==> src/rtl/instr_fetch_pkg.sv <==
// Shared definitions for the instruction fetch unit: FSM states, instruction
// field positions and the default reset program counter.
package instr_fetch_pkg;

  // Fetch FSM states
  typedef enum logic [1:0] {
    IDLE  = 2'd0,
    ISSUE = 2'd1,
    WAIT  = 2'd2,
    HOLD  = 2'd3
  } fetch_state_e;

  // Low bit position of each 4-bit nibble in the 16-bit instruction word
  localparam int OP_HI  = 12;  // inst[15:12], upper opcode nibble
  localparam int RDEST  = 8;   // inst[11:8], destination register
  localparam int OP_EXT = 4;   // inst[7:4], opcode extension nibble
  localparam int RSRC   = 0;   // inst[3:0], source register

  localparam logic [15:0] RESET_PC_DEFAULT = 16'h0000;

endpackage

==> src/rtl/instr_decode.sv <==
// Purely combinational field extraction from a 16-bit instruction word.
module instr_decode
  import instr_fetch_pkg::*;
(
  input  logic [15:0] inst,
  output logic [7:0]  opcode,
  output logic [3:0]  reg_s1,
  output logic [3:0]  reg_s2,
  output logic [7:0]  imm_val
);

  // Slice the word into its decoded fields
  always_comb begin
    opcode  = {inst[OP_HI +: 4], inst[OP_EXT +: 4]};
    reg_s1  = inst[RDEST +: 4];
    reg_s2  = inst[RSRC +: 4];
    imm_val = inst[7:0];
  end

endmodule

==> src/rtl/instr_fetch.sv <==
// Instruction fetch unit: walks the program counter through a synchronous
// ROM, holds each fetched word in an instruction register and presents the
// decoded fields to the downstream FSM.
//
// Handshake: ins_valid is high only in HOLD; a transfer happens on a rising
// edge where ins_valid and ins_ready are both 1. Once ins_valid rises, the
// fields and pc stay stable until that transfer, a pc_load or a reset.
module instr_fetch
  import instr_fetch_pkg::*;
#(
  parameter int                ADDR_W   = 16,
  parameter logic [ADDR_W-1:0] RESET_PC = ADDR_W'(RESET_PC_DEFAULT)
) (
  input  logic              Clocks,
  input  logic              reset,
  input  logic              en,
  output logic [ADDR_W-1:0] mem_addr,
  input  logic [15:0]       mem_rdata,
  input  logic              pc_load,
  input  logic [ADDR_W-1:0] pc_target,
  output logic              ins_valid,
  input  logic              ins_ready,
  output logic [7:0]        opcode,
  output logic [3:0]        reg_s1,
  output logic [3:0]        reg_s2,
  output logic [7:0]        imm_val,
  output logic [ADDR_W-1:0] pc,
  output fetch_state_e      state_dbg
);

  fetch_state_e      state_q, state_d;
  logic [ADDR_W-1:0] pc_q, pc_d;
  logic [15:0]       ir_q, ir_d;
  logic              transfer;

  // Outputs come straight from flops so mem_rdata never reaches them directly
  always_comb begin
    ins_valid = (state_q == HOLD);
    transfer  = ins_valid && ins_ready;
    mem_addr  = pc_q;
    pc        = pc_q;
    state_dbg = state_q;
  end

  // Next state, pc and instruction register; redirect overrides everything
  always_comb begin
    state_d = state_q;
    pc_d    = pc_q;
    ir_d    = ir_q;
    unique case (state_q)
      IDLE:  if (en) state_d = ISSUE;
      ISSUE: state_d = WAIT;
      WAIT: begin
        ir_d    = mem_rdata;
        state_d = HOLD;
      end
      HOLD: begin
        if (transfer) begin
          pc_d    = pc_q + ADDR_W'(1);  // wraps naturally at the top of memory
          state_d = en ? ISSUE : IDLE;
        end
      end
      default: state_d = IDLE;
    endcase
    // A redirect drops any word in flight; the register keeps its old value
    // so the fields stay steady while ins_valid is low.
    if (pc_load) begin
      pc_d    = pc_target;
      ir_d    = ir_q;
      state_d = en ? ISSUE : IDLE;
    end
  end

  // State registers with synchronous reset taking precedence over all inputs
  always_ff @(posedge Clocks) begin
    if (reset) begin
      state_q <= IDLE;
      pc_q    <= RESET_PC;
      ir_q    <= 16'h0000;
    end else begin
      state_q <= state_d;
      pc_q    <= pc_d;
      ir_q    <= ir_d;
    end
  end

  instr_decode u_decode (
    .inst    (ir_q),
    .opcode  (opcode),
    .reg_s1  (reg_s1),
    .reg_s2  (reg_s2),
    .imm_val (imm_val)
  );

endmodule

==> config.mk <==
export PLATFORM = sky130hd
export DESIGN_NAME = instr_fetch
export DESIGN_NICKNAME = d
export VERILOG_FILES = /design/src/rtl/instr_fetch_pkg.sv /design/src/rtl/instr_decode.sv /design/src/rtl/instr_fetch.sv
export SDC_FILE = /design/constraint.sdc
export NUM_CORES = 1
export LEC_CHECK = 0
export CAP_MARGIN = 20
export CORE_ASPECT_RATIO = 0.7
export CORE_UTILIZATION = 39
export DETAILED_ROUTE_END_ITERATION = 10
export HOLD_SLACK_MARGIN = 0.06
export PLACE_DENSITY = 0.92
export SLEW_MARGIN = 0
export SYNTH_ARGS = -nofsm -noshare
export SYNTH_HDL_FRONTEND = slang
export SYNTH_SLANG_ARGS = --single-unit
==> constraint.sdc <==
create_clock -name Clocks -period 2.2 [get_ports Clocks]
set_input_delay 0.22 -clock Clocks [delete_from_list [all_inputs] [get_ports Clocks]]
set_output_delay 0.22 -clock Clocks [all_outputs]
set_load 0.02 [all_outputs]
* After elaboration in Yosys (flattened, before gate mapping) *
Cells that the tools add are included.

word-level totals
  output and inout bits = 59
  logic and storage cells = 25
  input bits = 37
  bits in registers = 34

cells by class
  muxes and demuxes = 8
  equal/unequal tests = 5
  bitwise operators = 1
  $add $sub $neg = 1
  reductions and logical operators = 7

operators with widths
  cell                                                  count
  2-to-1 mux 16 bit                                     3
  adder 16 x 1 -> 16 bit (second input constant)        1
  one-hot mux 2 bit (4 select lines)                    1
  2-to-1 mux 2 bit                                      3
  AND reduction 2 bit                                   3
  equality test 2 bit (second input constant)           2
  nonzero test 2 bit                                    2
  != test 3 x 2 -> 1 bit (second input constant)        1
  != test 3 bit (second input constant)                 1
  equality test 2 x 1 -> 1 bit (second input constant)  1
  logical NOT 2 bit                                     1
  logical AND 1 bit                                     1
  2-to-1 mux 1 bit                                      1
  NOT 1 bit                                             1

* Depth between registers and ports, before layout *
  depth in word-level cells = 5
  mapped depth = 7

* Hierarchy *
From an unflattened synthesis, not the netlist that was laid out.

unflattened totals
  cell total of the unflattened synthesis = 236
  area, all modules = 1873.0 µm²

modules (own cells, without submodules)
  module        area each (µm²)  instances  cells each
  instr_fetch   1692.9           1          212
  instr_decode  180.2            1          24

* Worst setup path after synthesis *
Ideal clock, no wire load.

  path type = reg2reg
  start = register state_q[1] (netlist: state_dbg[1])
  end = register pc_q[15] (netlist: mem_addr[15])
  stages on the path, launching flop included = 7
  data arrival time = 2.232 ns
  slack = -0.123 ns
  required time = 2.109 ns
  path through = dfxtp_1 > ha_1 > clkbuf_1 > nand4_1 > or4_4 > or3_1 > a311oi_1

between the ends
  longest elaborated chain between the ends = 4

RTL lines
  what                               line               text
  start: declaration                 instr_fetch.sv:31  fetch_state_e state_q, state_d;
  start signal: assignment           instr_fetch.sv:81  state_q <= state_d;
  equality test 2 bit (*)            instr_fetch.sv:38  ins_valid = (state_q == HOLD);
  via ins_valid                      instr_fetch.sv:21  output logic ins_valid,
  logical AND 1 bit                  instr_fetch.sv:39  transfer = ins_valid && ins_ready;
  nonzero test 2 bit (no line)       --
  AND reduction 2 bit (no line) (*)  --
  end signal: assignment             instr_fetch.sv:82  pc_q <= pc_d;
  end: declaration                   instr_fetch.sv:32  logic [ADDR_W-1:0] pc_q, pc_d;

Mark *: on every way through the listed nets, which the timed path passes. The rest lies on a longest branch.
A chain may end at the register's enable or synchronous reset.

* Final worst setup path *
  start = register pc_q[4] (netlist: mem_addr[4])
  end = register pc_q[15] (netlist: mem_addr[15])

between the ends
  longest elaborated chain between the ends = 4

RTL lines
  what                    line               text
  adder 16 x 1 -> 16 bit  instr_fetch.sv:59  pc_d = pc_q + ADDR_W'(1);
  2-to-1 mux 16 bit       instr_fetch.sv:58  if (transfer) begin
  2-to-1 mux 16 bit       instr_fetch.sv:50  unique case (state_q)
  2-to-1 mux 16 bit       instr_fetch.sv:67  if (pc_load) begin

Every way passes these cells. The select of a mux whose other input is x is not followed.

==> summary.txt <==
Clock network
  – Worst-Skew Late Latency: about 0.29 ns
  – CTS sink count: 34
  – Clock Root Buffer: clkbuf_8
  – Total CTS buffers: 5
  – CTS tree: done
  – H-Tree Level Count: 2
  – Clock Path Buffers: 2
  – Post-CTS Resized: 0
  – Clock-pin slew on the worst setup and hold paths: 0.07 ns
  – Setup bufs post-CTS: 0
  – Hold buffers post-CTS: 0

Floorplan
  – Die Area: between 0.004 and 0.005 sq mm
  – Die Wd: 82.13 microns
  – Starting Density: 0.4262
  – Core Region: around 0.004 sq mm
  – Die H: 58.09 microns
  – I/O pins: 96
  – # rows: 19

STA
  – Fmax achieved: 0.5095 GHz
  – Post-route minimum period: 1.963 ns
  – RSZ-0062 raised after global routing: false
  – Hold WS: about 0.45 ns
  – Max Transition Viols Final: 0
  – Post-Route Skew: 0.008116 ns
  – Measured slew at the worst slew-check pin: 0.5338 ns
  – Final Hold Violating Endpoints: 0
  – Final period util: 0.8921
  – Slew HR: 0.6433
  – Final setup viols: 0
  – Setup_tns: 0 ns

Worst setup path
  – Crit path launch type: register
  – Crit-path max cell delay: 0.60 ns
  – Cell chain of the critical path: nand4_2 > or4_4 > or3_1 > a311oi_1
  – Reg2Reg Setup Slack: 0.24 ns
  – CP max-delay cell: or4_4
  – Critical Path Start: mem_addr[4]
  – Critical setup path kind: reg2reg
  – R2R cell count: 4
  – Req. time, crit path: 2.40 ns
  – R2R Path End: mem_addr[15]
  – Crit Path Max Fanout: 6
  – Critical R2R Launch: mem_addr[4]
  – Element type at the critical path end: register
  – WP depth: 4
  – Top delay family on crit path: simple AND/OR/NAND/NOR gates
  – Arrival time worst endpoint: 2.16 ns
  – Buf+Inv Stages, Crit Path: 0

Power and ir drop
  – Worst vdd ir: 0.3287 mV
  – Cell area power density: 540.9 mW/mm^2
  – Overall power: 1462 uW
  – Leak: 0.0009448 uW

Min path
  – Hold Crit Endpoint: ir_q[15]
  – Worst Hold Depth: 2
  – Hold Startpoint: ir_q[15]
  – Hold WC Path Type: reg2reg

Synth
  – Seq/Total Area, Yosys: 0.3883
  – Synth Area in XOR/XNOR: 0.05996
  – Count of different cell masters after synthesis: 31
  – Post-synthesis compound-gate area fraction: 0.1406
  – Avg Cell Area, Syn: around 8.0 sq um
  – Simple-Gate Fraction of Synth Area: 0.2305
  – Ys flop type: dfxtp_1
  – Top area cells in the synthesized netlist: dfxtp_1 39%, buf_4 10%, nand2_1 9.2%
  – Syn_nets: ~260
  – Share of the synthesized area in the top cell type: 0.3883
  – Mux cell area share after synthesis: 0.005710
  – Yosys reg bits: 34
  – Combinational family with the most area after synthesis: simple AND/OR/NAND/NOR gates
  – Synth async-reset ratio: 0
  – EDFF count, synth: 0
  – Post-Synth Adder-Cell Area: 0.03569
  – Synthesized area: 0.001753 sq mm
  – Largest area contributor in the netlist: dfxtp_1
  – Synthesis warning total: 0
  – Mapped Cells: 220

GRT
  – Initial antenna violation count: 0
  – Total track usage: 0.2058
  – Number of global-route vias before repair: around 1,600
  – Grt total ovfl: 0
  – First-pass GRT wire length: 7.327 mm
  – Largest net degree at the start of global routing: 31

Detailed routing
  – # DRC: 0
  – Post-Route WL: between 4 and 5 mm
  – Via count: 1,689
  – Antenna Nets Post-Route: 0
  – Post-DR vias/cell: 4.853
  – Wire per inst: 13.13 microns
  – 1st-iter DRT viols: 69
  – First-pass DRT Iterations: 4

Finish
  – ANT cells: 0
  – Layout area overhead: 54.18%
  – Most common cell after layout, fill and taps aside: clkdlybuf4s50_1
  – Layout cells sized above 1: 0.07095
  – Commonest non-fill, non-tap cells in the layout: 95 x clkdlybuf4s50_1, 43 x nand2_1, 33 x dfxtp_1
  – Final nets: 337

Run status
  – Status: finished clean

Job
  – Max Cap Viol: 0

Place
  – Post-DP HPWL: 3.473 mm
  – GPL Wtd Cong: approximately 0.75
  – PortBufs: 95
[per-stage QoR]
| stage | instances | utilization | cell area (sq um) | setup WS (ns) |
|---|---|---|---|---|
| detailed placement | 340 | 0.6349 | 2611 | 0.1837 |
| finish | 348 | 0.6571 | 2703 | 0.2373 |
| global placement | 340 | 0.6349 | 2611 | 0.2317 |
| floorplan | 220 | - | 1758 | 0.04350 |
| global route | 348 | 0.6571 | 2703 | 0.1228 |
| CTS | 348 | 0.6571 | 2703 | 0.2598 |
[power breakdown]
part | leakage (uW) | switching, uW | internal (uW)
clock | 0.0000482 | 222 | 252
sequential | 0.000279 | 32.9 | 642
combinational | 0.000618 | 142 | 171
[cell type report]
class	count	area, sq um
Fill cell	374	1410
Timing Repair Buffer	103	1011
Multi-Input combinational cell	145	830.8
Sequential cell	34	681.9
Clock buffer	7	86.33
Tap cell	52	65.06
Inverter	6	22.52
Clock inverter	1	5.005
[worst min-delay path: stages, from the launching register on]
cell and delay [ns]:
dfxtp_1 0.31, nand2_1 0.05, a21oi_1 0.05
[cells in the mapped netlist, types with 2 or more instances]
master    number
a211oi_1       8
a21oi_1       22
a311oi_1       4
buf_4         24
clkbuf_1      10
dfxtp_1       34
ha_1           5
inv_1          6
nand2_1       43
nand2b_1       2
nand3_1        6
nand4_1        5
nor2_1        13
nor3_1         3
nor4_1         2
o21ai_0        4
o21bai_1       2
or3_1          4
xnor2_1        7
xor2_1         5
[how the worst max path moves through the flow]
stage          slack (ns)      endpoint
2_1_floorplan        0.04  mem_addr[15]
3_3_place_gp         0.23  mem_addr[15]
3_5_place_dp         0.18  mem_addr[15]
4_1_cts              0.26  mem_addr[15]
5_1_grt              0.12  mem_addr[13]
6_report             0.24  mem_addr[15]
[kinds of logic after synthesis]
logic type / Yosys count
and+or+nand+nor: 86
AOI/OAI and AO/OA: 41
buffers and inverters: 41
DFF: 34
xor gates and xnor gates: 12
adders and majority gates: 5
muxes: 1
[sequential cells by signal, indices dropped and copies added, names as in the netlist]
register / flops
ir_q: 16
state_dbg: 2
mem_addr: 16
[routing by layer]
layer  global-route usage  part of all wire  up-vias  wire length [microns]
met3              0.05984             0.059        5                    271
met5                    0                 0        -                      0
met1               0.2723              0.46      764                   2122
met4              0.06767            0.0096        0                     44
met2               0.3211              0.47       50                   2130
li1                     -                 -      870                      -
No activity file was read; power rests on OpenSTA's default activity.
